### config.mk
export PLATFORM = sky130hd
export DESIGN_NAME = sid_write_sequencer_flat
export DESIGN_NICKNAME = d
export VERILOG_FILES = /design/src/rtl/sid_write_sequencer_if.sv /design/src/rtl/sid_write_sequencer.sv /design/src/flat_wrapper.sv
export SDC_FILE = /design/constraint.sdc
export NUM_CORES = 1
export LEC_CHECK = 0
export CAP_MARGIN = 5
export CORE_MARGIN = 2
export CORE_UTILIZATION = 59
export CTS_BUF_LIST = sky130_fd_sc_hd__clkbuf_4
export CTS_CLUSTER_DIAMETER = 60
export CTS_CLUSTER_SIZE = 40
export DETAILED_ROUTE_END_ITERATION = 16
export DONT_BUFFER_PORTS = 1
export PLACE_DENSITY_LB_ADDON = 0.2
export SLEW_MARGIN = 10
export SYNTH_ARGS = -nofsm -noshare
export SYNTH_HDL_FRONTEND = slang
export SYNTH_SLANG_ARGS = --single-unit
### constraint.sdc
create_clock -name clk -period 3.2 [get_ports clk]
set_input_delay 0.48 -clock clk [delete_from_list [all_inputs] [get_ports clk]]
set_output_delay 0.48 -clock clk [all_outputs]
set_load 0.005 [all_outputs]
### src/rtl/sid_write_sequencer_if.sv
// sid_write_sequencer_if
//   Bundles the request handshake from the host-side controller and the
//   replayed SID register-bus outputs of sid_write_sequencer.
//
//   Requester side (master drives, slave receives):
//     req_valid       write request valid
//     req_voice[1:0]  voice select (0-2 voices, 3 = filter/volume block)
//     req_addr[2:0]   register address within the selected voice/block
//     req_data[7:0]   register data
//   Sequencer side (slave drives, master observes):
//     req_ready       FIFO can accept a request this cycle
//     bus_ctrl[7:0]   to tt_um_sid ui_in: {strobe, 2'b00, voice, addr}
//     bus_data[7:0]   to tt_um_sid uio_in: register data
//     busy            FIFO non-empty or a write in flight
//     level           FIFO occupancy
//     done            one-cycle pulse in the final hold cycle of a write
interface sid_write_sequencer_if #(
    parameter int DEPTH = 4
);
    logic                     req_valid;
    logic                     req_ready;
    logic [1:0]               req_voice;
    logic [2:0]               req_addr;
    logic [7:0]               req_data;
    logic [7:0]               bus_ctrl;
    logic [7:0]               bus_data;
    logic                     busy;
    logic [$clog2(DEPTH):0]   level;
    logic                     done;

    // Requester: issues writes and watches progress.
    modport master (
        output req_valid, req_voice, req_addr, req_data,
        input  req_ready, bus_ctrl, bus_data, busy, level, done
    );

    // Sequencer: accepts writes and drives the SID register bus.
    modport slave (
        input  req_valid, req_voice, req_addr, req_data,
        output req_ready, bus_ctrl, bus_data, busy, level, done
    );
endinterface

### src/rtl/sid_write_sequencer.sv
// sid_write_sequencer
//   Queues SID register writes in a small FIFO and replays them, one at a
//   time in strict order, onto the tt_um_sid register bus with programmable
//   setup / strobe / hold timing so requesters need not care about bus timing.
//
//   Ports:
//     clk    system clock
//     rst_n  synchronous active-low reset
//     bus    sid_write_sequencer_if.slave (request handshake + SID bus outputs)
//
//   Parameters:
//     DEPTH          FIFO entries (power of two, >= 2)
//     SETUP_CYCLES   cycles addr/data stable with strobe low before the pulse
//     STROBE_CYCLES  cycles strobe held high
//     HOLD_CYCLES    cycles addr/data held with strobe low after the pulse
module sid_write_sequencer #(
    parameter int DEPTH         = 4,
    parameter int SETUP_CYCLES  = 1,
    parameter int STROBE_CYCLES = 2,
    parameter int HOLD_CYCLES   = 1
) (
    input  logic                  clk,
    input  logic                  rst_n,
    sid_write_sequencer_if.slave  bus
);
    localparam int PTR_W   = $clog2(DEPTH);
    localparam int LEVEL_W = PTR_W + 1;

    typedef enum logic [1:0] {IDLE, SETUP, STROBE, HOLD} state_t;

    state_t               state;
    logic [3:0]           phase;
    logic [12:0]          mem [DEPTH];
    logic [PTR_W-1:0]     wr_ptr;
    logic [PTR_W-1:0]     rd_ptr;
    logic [LEVEL_W-1:0]   level_q;
    logic [LEVEL_W-1:0]   level_next;
    logic                 ready;
    logic                 push;
    logic                 pop;
    logic                 phase_end;
    logic                 write_free;
    logic                 strobe_q;
    logic [4:0]           sel_q;
    logic [7:0]           data_q;
    logic                 done_q;
    logic                 busy_q;
    logic [12:0]          head;

    // A full FIFO refuses pushes even when a pop happens on the same edge,
    // which keeps ready a pure function of registered state.
    assign ready      = rst_n & (level_q != LEVEL_W'(DEPTH));
    assign push       = bus.req_valid & ready;
    assign phase_end  = (phase == 4'd0);
    // The FSM can take a new entry when idle or at the last hold cycle.
    assign write_free = (state == IDLE) | ((state == HOLD) & phase_end);
    assign pop        = write_free & (level_q != '0);
    assign level_next = level_q + LEVEL_W'(push) - LEVEL_W'(pop);
    assign head       = mem[rd_ptr];

    assign bus.req_ready = ready;
    assign bus.bus_ctrl  = {strobe_q, 2'b00, sel_q};
    assign bus.bus_data  = data_q;
    assign bus.busy      = busy_q;
    assign bus.level     = level_q;
    assign bus.done      = done_q;

    // Storage is not reset; only the pointers and level define validity.
    always_ff @(posedge clk) begin
        if (push) begin
            mem[wr_ptr] <= {bus.req_voice, bus.req_addr, bus.req_data};
        end
    end

    // FIFO pointers and occupancy; pointers wrap naturally at DEPTH.
    always_ff @(posedge clk) begin
        if (!rst_n) begin
            wr_ptr  <= '0;
            rd_ptr  <= '0;
            level_q <= '0;
        end else begin
            if (push) begin
                wr_ptr <= wr_ptr + 1'b1;
            end
            if (pop) begin
                rd_ptr <= rd_ptr + 1'b1;
            end
            level_q <= level_next;
        end
    end

    // Write FSM. The phase counter is loaded with (cycles - 1) on entry to
    // each phase and the phase ends when it reaches zero. done is raised on
    // the transition into the final hold cycle so it is registered. busy is
    // computed from next-state values so it drops on the very edge the FSM
    // settles in IDLE with nothing queued.
    always_ff @(posedge clk) begin
        if (!rst_n) begin
            state    <= IDLE;
            phase    <= 4'd0;
            strobe_q <= 1'b0;
            sel_q    <= 5'd0;
            data_q   <= 8'd0;
            done_q   <= 1'b0;
            busy_q   <= 1'b0;
        end else begin
            done_q <= 1'b0;
            busy_q <= !(write_free && (level_q == '0) && (level_next == '0));
            case (state)
                IDLE: begin
                    if (pop) begin
                        sel_q  <= head[12:8];
                        data_q <= head[7:0];
                        phase  <= 4'(SETUP_CYCLES - 1);
                        state  <= SETUP;
                    end
                end
                SETUP: begin
                    if (phase_end) begin
                        strobe_q <= 1'b1;
                        phase    <= 4'(STROBE_CYCLES - 1);
                        state    <= STROBE;
                    end else begin
                        phase <= phase - 4'd1;
                    end
                end
                STROBE: begin
                    if (phase_end) begin
                        strobe_q <= 1'b0;
                        phase    <= 4'(HOLD_CYCLES - 1);
                        done_q   <= (HOLD_CYCLES == 1);
                        state    <= HOLD;
                    end else begin
                        phase <= phase - 4'd1;
                    end
                end
                HOLD: begin
                    if (phase_end) begin
                        if (pop) begin
                            sel_q  <= head[12:8];
                            data_q <= head[7:0];
                            phase  <= 4'(SETUP_CYCLES - 1);
                            state  <= SETUP;
                        end else begin
                            state <= IDLE;
                        end
                    end else begin
                        phase  <= phase - 4'd1;
                        done_q <= (phase == 4'd1);
                    end
                end
                default: state <= IDLE;
            endcase
        end
    end
endmodule

### src/flat_wrapper.sv
// flat-port wrapper written by rule: the top's interface ports become plain ports
module sid_write_sequencer_flat 
#(
    parameter int DEPTH         = 4,
    parameter int SETUP_CYCLES  = 1,
    parameter int STROBE_CYCLES = 2,
    parameter int HOLD_CYCLES   = 1
)
  (clk, rst_n, bus_req_valid, bus_req_voice, bus_req_addr, bus_req_data, bus_req_ready, bus_bus_ctrl, bus_bus_data, bus_busy, bus_level, bus_done);
  sid_write_sequencer_if #(.DEPTH(DEPTH)) bus_i ();
  input  logic clk;
  input  logic rst_n;
  input wire logic [$bits(bus_i.req_valid)-1:0] bus_req_valid;
  input wire logic [$bits(bus_i.req_voice)-1:0] bus_req_voice;
  input wire logic [$bits(bus_i.req_addr)-1:0] bus_req_addr;
  input wire logic [$bits(bus_i.req_data)-1:0] bus_req_data;
  output wire logic [$bits(bus_i.req_ready)-1:0] bus_req_ready;
  output wire logic [$bits(bus_i.bus_ctrl)-1:0] bus_bus_ctrl;
  output wire logic [$bits(bus_i.bus_data)-1:0] bus_bus_data;
  output wire logic [$bits(bus_i.busy)-1:0] bus_busy;
  output wire logic [$bits(bus_i.level)-1:0] bus_level;
  output wire logic [$bits(bus_i.done)-1:0] bus_done;
  assign bus_i.req_valid = bus_req_valid;
  assign bus_i.req_voice = bus_req_voice;
  assign bus_i.req_addr = bus_req_addr;
  assign bus_i.req_data = bus_req_data;
  assign bus_req_ready = bus_i.req_ready;
  assign bus_bus_ctrl = bus_i.bus_ctrl;
  assign bus_bus_data = bus_i.bus_data;
  assign bus_busy = bus_i.busy;
  assign bus_level = bus_i.level;
  assign bus_done = bus_i.done;
  sid_write_sequencer #(.DEPTH(DEPTH), .SETUP_CYCLES(SETUP_CYCLES), .STROBE_CYCLES(STROBE_CYCLES), .HOLD_CYCLES(HOLD_CYCLES)) u_core (.clk(clk), .rst_n(rst_n), .bus(bus_i));
endmodule
==> results of run 1 <==
-- routing by layer --
metal	wire length (um)	vias up	part of all wire, %	GRT usage, %
met5	0	-	0	0
met4	55	0	0.87	5.410
met3	414	6	6.6	6.304
met2	2790	61	44	29.03
met1	3039	1014	48	29.26
li1	-	1025	-	-
-- worst min path at each step --
| stage | startpoint | endpoint | slack (ns) | depth (start not counted) |
|---|---|---|---|---|
| 2_1_floorplan | u_core.rd_ptr[1] | flip-flop | 0.45 | 2 |
| 3_3_place_gp | u_core.rd_ptr[1] | u_core.rd_ptr[1] | 0.46 | 2 |
| 3_5_place_dp | u_core.rd_ptr[1] | flip-flop | 0.47 | 2 |
| 4_1_cts | bus_req_data[1] | u_core.mem[1][1] | 0.12 | 0 |
| 5_1_grt | bus_req_data[0] | u_core.mem[2][0] | 0.1 | 0 |
| 6_report | bus_req_data[0] | u_core.mem[2][0] | 0.15 | 0 |
-- worst reg2reg max path, cell delays in order, from the launching register on --
cell and delay, ns:
dfxtp_1 0.44, ha_1 0.34, nor4bb_2 0.31, o21a_1 0.28
mux2_2 0.19, ha_1 0.13, inv_1 0.05, fa_1 0.37
xnor2_1 0.23, nand4b_1 0.13, o21a_1 0.18
-- placed cells by master, fill, tap and decap left out, drive strengths merged, types with 3 or more instances in the layout --
| cell type | synthesis | routed |
|---|---|---|
| and2 | 6 | 6 |
| clkbuf | 16 | 9 |
| dfxtp | 31 | 31 |
| edfxtp | 52 | 52 |
| ha | 12 | 12 |
| inv | 12 | 16 |
| mux2i | 6 | 6 |
| mux4 | 13 | 13 |
| nand2 | 8 | 8 |
| nand2b | 5 | 5 |
| nand3 | 27 | 27 |
| nand4 | 16 | 16 |
| nor2b | 4 | 4 |
| o211ai | 14 | 14 |
| o21ai | 4 | 4 |
| or3 | 3 | 3 |
-- kinds of logic after synthesis --
logic type | after synthesis | synth area share [%]
flip-flops | 83 | 59.87
AND/OR/NAND/NOR | 82 | 13.08
AO/OA/AOI/OAI | 36 | 7.724
buffers and inverters | 34 | 4.085
multiplexers | 20 | 9.990
adder cells (fa/ha/maj) | 13 | 4.669
XOR/XNOR | 2 | 0.4807
other | 1 | 0.1029
-- synthesized netlist by cell type (all sizes together) (2+ instances only) --
cell	count	area share [%]
edfxtp	52	43
dfxtp	31	17
nand3	27	3.7
clkbuf	16	1.6
nand4	16	2.7
o211ai	14	2.9
mux4	13	8.0
ha	12	4.1
inv	12	1.2
nand2	8	0.82
and2	6	1.0
buf	6	1.2
mux2i	6	1.6
nand2b	5	0.86
nor2b	4	0.69
o21ai	4	0.55
or3	3	0.51
nor2	2	0.21
nor3	2	0.41
o211a	2	0.55
o21a	2	0.41
o31a	2	0.48
o32ai	2	0.48
xnor2	2	0.48
-- stage by stage --
step | power, mW | worst slack (ns)
2_1_floorplan | 2.392 | 0.5526
3_3_place_gp | 2.573 | 0.5887
3_5_place_dp | 2.595 | 0.5220
4_1_cts | 3.144 | 0.5102
5_1_grt | 3.355 | 0.2882
6_report | 3.125 | 0.4933
-- cell type report --
class                      instances  area (um2)
sequential                        83        2182
clock buffer                       9       67.56
clock inverter                     7       57.56
timing repair buffer               2       15.01
inverter                          12       45.04
tap                               75       93.84
multi-input combinational        155        1324
fill                             440        2171
-- state kept, by name, summed over array words and instances, names as in the netlist, named ones only --
register / cells
u_core.bus.bus_data: 8
u_core.bus.busy: 1
u_core.bus.done: 1
u_core.bus.level: 3
u_core.mem: 52
u_core.phase: 4
u_core.rd_ptr: 2
u_core.sel_q: 5
u_core.state: 2
u_core.strobe_q: 1
u_core.wr_ptr: 2
-- report_power, final --
part           leakage (nW)  internal (mW)  switching [mW]
Combinational         0.506          0.471           0.562
Clock                0.0653          0.172           0.380
Sequential            0.726           1.33           0.215
==> impl_results.md, run 1 <==
- Status: finished, final reports clean
- CP Class: flip-flop to flip-flop
- Synth async-reset ratio: 0%
- WP data required: 3.52 ns
- DRC: 0
- DRT iter0 DRCs: about 110
- Area of placed instances: 0.003660 mm2
- First-pass GRT wire length: 9.901 mm
- Root Buffer: clkbuf_4
- Slew margin rel.: 41.65%
- Die Height: between 80 and 90 um
- Prevailing post-synth register cell: edfxtp_1
- Post-synth EDFFs: 52
- I/O pin count: 38
- Slowest stage delay, CP: 0.44 ns
- Post-route cell area: approximately 0.0038 mm2
- Worst slew pin tran: 0.8740 ns
- Cell area after synthesis: 0.003645 mm2
- WL/cell: roughly 18 um
- Cells along the critical path: ha_1 -> nor4bb_2 -> o21a_1 -> mux2_2 -> ha_1 -> inv_1 -> fa_1 -> xnor2_1 -> nand4b_1 -> o21a_1
- Port-buffer cells: 0
- Clk buf depth: 2
- # resized after CTS: 0
- Overall die width: 82.60 um
- Largest net degree at the start of global routing: 49
- Syn Inst Count: 271
- PD cells: 825.6 mW/mm2
- Post-layout min period: between 2 and 3 ns
- Initial DRT Pass Iterations: 4
- Area growth syn-to-layout: 3.845%
- Worst Path Arrival: between 3 and 4 ns
- # setup viols final: 0
- Vias per inst: 6.140
- Detail Placement HPWL: just over 4 mm
- Yosys reg bits: a little over 80
- Sequential element share of the synthesized area: 59.87%
- R2r setup slk: 0.49 ns
- Hold WC Path Type: input pin to flip-flop
- Clk_lat worst skew: 0.41 ns
- Via count of the routed design: 2,106
- Slowest cell on crit path: dfxtp_1
- Post-synthesis cell type count: 49
- Die Area: 0.006822 mm2
- Initial Util: roughly three fifths
- Startpoint Class: flip-flop
- Final Skew: about 0.015 ns
- CTS tree: built
- Tcrit/Tclk final: 84.58%
- R2R cell count: 10
- Hold slack: about 0.15 ns
- Cell family with most CP delay: adder cells
- VDD IR max: 0.0005471 V
- Worst setup path startpoint: u_core.state[0]
- Fmax: 369.5 MHz
- CP Depth: 10
- Rows: 28
- Mean post-synth cell area: 13.45 um2
- CTS buffer count: 9
- Count of warnings emitted by yosys: 0
- Maxcap violations: 0
- Core ar.: 0.005956 mm2
- Crit end category: flip-flop
- Clock transition at path regs: approximately 0.15 ns
- CTS Hold Bufs: 0
- Antenna Nets Post-Route: 0
- Critical Path End: u_core.bus.busy
- Crit path buf inv count: 1
- Post-Place Cells: between 300 and 400
- Critical R2R Launch: u_core.state[0]
- Setup TNS: 0 ns
- Final wirelength: 6.300 mm
- CP Max Fanout: 8
- Final Hold Viols: 0
- Final antenna diode count: 0
- Placer congestion estimate: 0.7899
- Clk sinks: 83
- Nets@finish: slightly below 300
- Postcts setup bufs: 0
- Cell Count, Final, Fillers Out: 343
- GR Util All Layers: approximately 20%
- Total grt overflow: 0
- Initial antenna violation count: 0
- Unrepaired setup endpoints after global routing: no
- Share of cells above drive strength 1: 13.06%
- Leak: 1.298 nW
- Final core occ: between 60 and 70%
- Number of H-tree levels: 3
- Vias in the first global route: 1,983
- RR Endpoint: u_core.bus.busy
- Slew Viols, Final: 0
Note: power is estimated with default switching activity, not from simulation.
==> run 2: changes to the inputs <==
clock period = 2.6 ns   (was 3.2 ns; I/O delays follow)
==> impl_results.md, run 2 (synthesized netlist as in run 1, its figures left out) <==
- Postcts setup bufs: 0 (unchanged)
- Tcrit/Tclk final: 92.98% (+8.4 points)
- Largest register FFs: 52 (unchanged)
- Overall die width: 82.60 um (unchanged)
- Clock transition at path regs: 0.15 ns (about the same)
- Setup TNS: 0 ns (unchanged)
- Post-layout min period: 2.417 ns (-0.2892 ns)
- First-pass GRT wire length: 10.14 mm (+2.4%)
- Worst slew pin tran: 0.6520 ns (-0.2221 ns)
- Area of placed instances: 0.003750 mm2 (+2.5%)
- Most common cell after layout, fill and taps aside: edfxtp_1
- NetSw: 1.460 mW (+26%)
- Nets@finish: 311 (+6.5%)
- Final wirelength: 6.543 mm (+3.9%)
- Total grt overflow: 0 (unchanged)
- Root Buffer: clkbuf_4
- Maxcap violations: 0 (unchanged)
- Via count of the routed design: 2,241 (+6.4%)
- Initial DRT Pass Iterations: 4 (unchanged)
- GR Util All Layers: 20.80% (+0.82 points)
- Clock network power share: 17.6% (about the same)
- # setup viols final: 0 (unchanged)
- Largest net degree at the start of global routing: 49 (unchanged)
- WL/cell: 18.07 um (-1.6%)
- Startpoint Class: flip-flop
- Final core occ: 66.47% (+2.9 points)
- Detail Placement HPWL: 4.497 mm (+9.5%)
- Fmax: 413.7 MHz (+12%)
- Largest reg by FF count: u_core.mem
- Post-Place Cells: 339 (+3.7%)
- CTS tree: built
- Worst Path Arrival: 2.77 ns (-0.26 ns)
- CP Class: flip-flop to flip-flop
- Area growth syn-to-layout: 8.617%
- Clk sinks: 83 (unchanged)
- Hold WC Path Type: input pin to flip-flop
- Rows: 28 (unchanged)
- CTS buffer count: 9 (unchanged)
- Antenna Nets Post-Route: 0 (unchanged)
- VDD IR max: 0.0006087 V (+11%)
- Number of H-tree levels: 3 (unchanged)
- Final Hold Viols: 0 (unchanged)
- Switching Share: 36.77% (-0.25 points)
- Core ar.: 0.005956 mm2 (unchanged)
- Final antenna diode count: 0 (unchanged)
- Register area: 0.002182 mm2 (unchanged)
- Die Area: 0.006822 mm2 (unchanged)
- Commonest non-fill, non-tap cells in the layout: edfxtp_1 (52), dfxtp_1 (31), nand3_1 (27), nand4_1 (16)
- DRT iter0 DRCs: 131 (+22%)
- Port-buffer cells: 0 (unchanged)
- Vias in the first global route: 2,076 (+4.7%)
- WP data required: 2.95 ns (-0.57 ns)
- Status: finished, final reports clean
- Vias per inst: 6.191 (+0.83%)
- Initial Util: 61.20% (unchanged)
- CP Max Fanout: 3 (-5)
- Crit end category: flip-flop
- Slew margin rel.: 56.53% (+15 points)
- Multi-input logic area: 0.001333 mm2 (+0.66%)
- Gate power share: 36.0% (+3.0 points)
- Internal: 2.511 mW (+28%)
- Leak: 1.394 nW (+7.4%)
- Slew Viols, Final: 0 (unchanged)
- DRC: 0 (unchanged)
- Unrepaired setup endpoints after global routing: no
- Cell Count, Final, Fillers Out: 362 (+5.5%)
- I/O pin count: 38 (unchanged)
- Final Skew: 0.02171 ns (+0.006826 ns)
- Clk_lat worst skew: 0.43 ns (+0.02 ns)
- Fillers: 433 (-1.6%)
- Clk buf depth: 2 (unchanged)
- Placer congestion estimate: 0.8094 (+2.5%)
- Post-route cell area: 0.003959 mm2 (+4.6%)
- Initial antenna violation count: 0 (unchanged)
- Total power: 3.971 mW (+27%)
- Die Height: 82.60 um (unchanged)
- Share of power burned in registers: 46.4% (-2.9 points)
- Share of cells above drive strength 1: 16.38% (+3.3 points)
- PD cells: 1003 mW/mm2 (+21%)
[run 2: cell count changes in the layout (fill, tap and decap cells not counted), sizes merged]
cell         previous run  this run
clkinvlp                2         1
dlygate4sd3             0         7
inv                    16        17
buf                     2        14
[run 2: worst paths after layout]
path                                        from               end  slack [ns]  depth (start not counted)
worst max register to register   u_core.phase[1]   u_core.bus.busy        0.18                         11
worst min-delay path             bus_req_data[1]  u_core.mem[1][1]        0.05                          0
worst min register to register  u_core.rd_ptr[1]         flip-flop        0.50                          2
worst max-delay path             u_core.phase[1]   u_core.bus.busy        0.18                         11
[run 2: cell type report]
cell class	count	share of cell area, %
tap	75	2.370
multi-input combinational	155	33.66
clock inverter	7	1.580
inverter	12	1.138
sequential	83	55.12
clock buffer	9	1.707
timing repair buffer	21	4.425
[run 2: repair_timing]
item                                    in CTS  in global routing
hold buffers                                 0                  7
endpoints found under the hold margin        0                 17
resized for setup                            0                  1
endpoints found under the setup margin       0                  2
[run 2: layer usage]
| layer | GRT usage, % | wire length [um] |
|---|---|---|
| met1 | 27.03 | 2912 |
| met3 | 7.283 | 439 |
| met5 | 0 | 0 |
| met2 | 32.50 | 3119 |
| met4 | 7.541 | 72 |
[run 2: critical path, stage by stage (launching register included)]
cell and delay [ns]:
dfxtp_1 0.35, inv_1 0.10, ha_1 0.17, nor4bb_4 0.33
o21a_1 0.16, mux2_2 0.14, ha_1 0.13, inv_1 0.05
fa_1 0.37, xnor2_1 0.21, nand4b_1 0.13, o21a_1 0.18
[run 2: stage by stage]
step	hold WS, ns	worst slack [ns]
after floorplan	0.4451	0.01072
after global placement	0.4585	0.2061
after detailed placement	0.4890	0.1356
after CTS	0.01998	0.1161
after global routing	0.007175	0.008193
final	0.04507	0.1825
[run 2: power by group through the flow]
stage	Sequential [mW]	Combinational, mW	Clock (mW)
2_1_floorplan	1.81	1.14	0
3_3_place_gp	1.86	1.39	0
3_5_place_dp	1.88	1.42	0
4_1_cts	1.85	1.43	0.719
5_1_grt	1.88	1.59	0.770
6_report	1.84	1.43	0.698
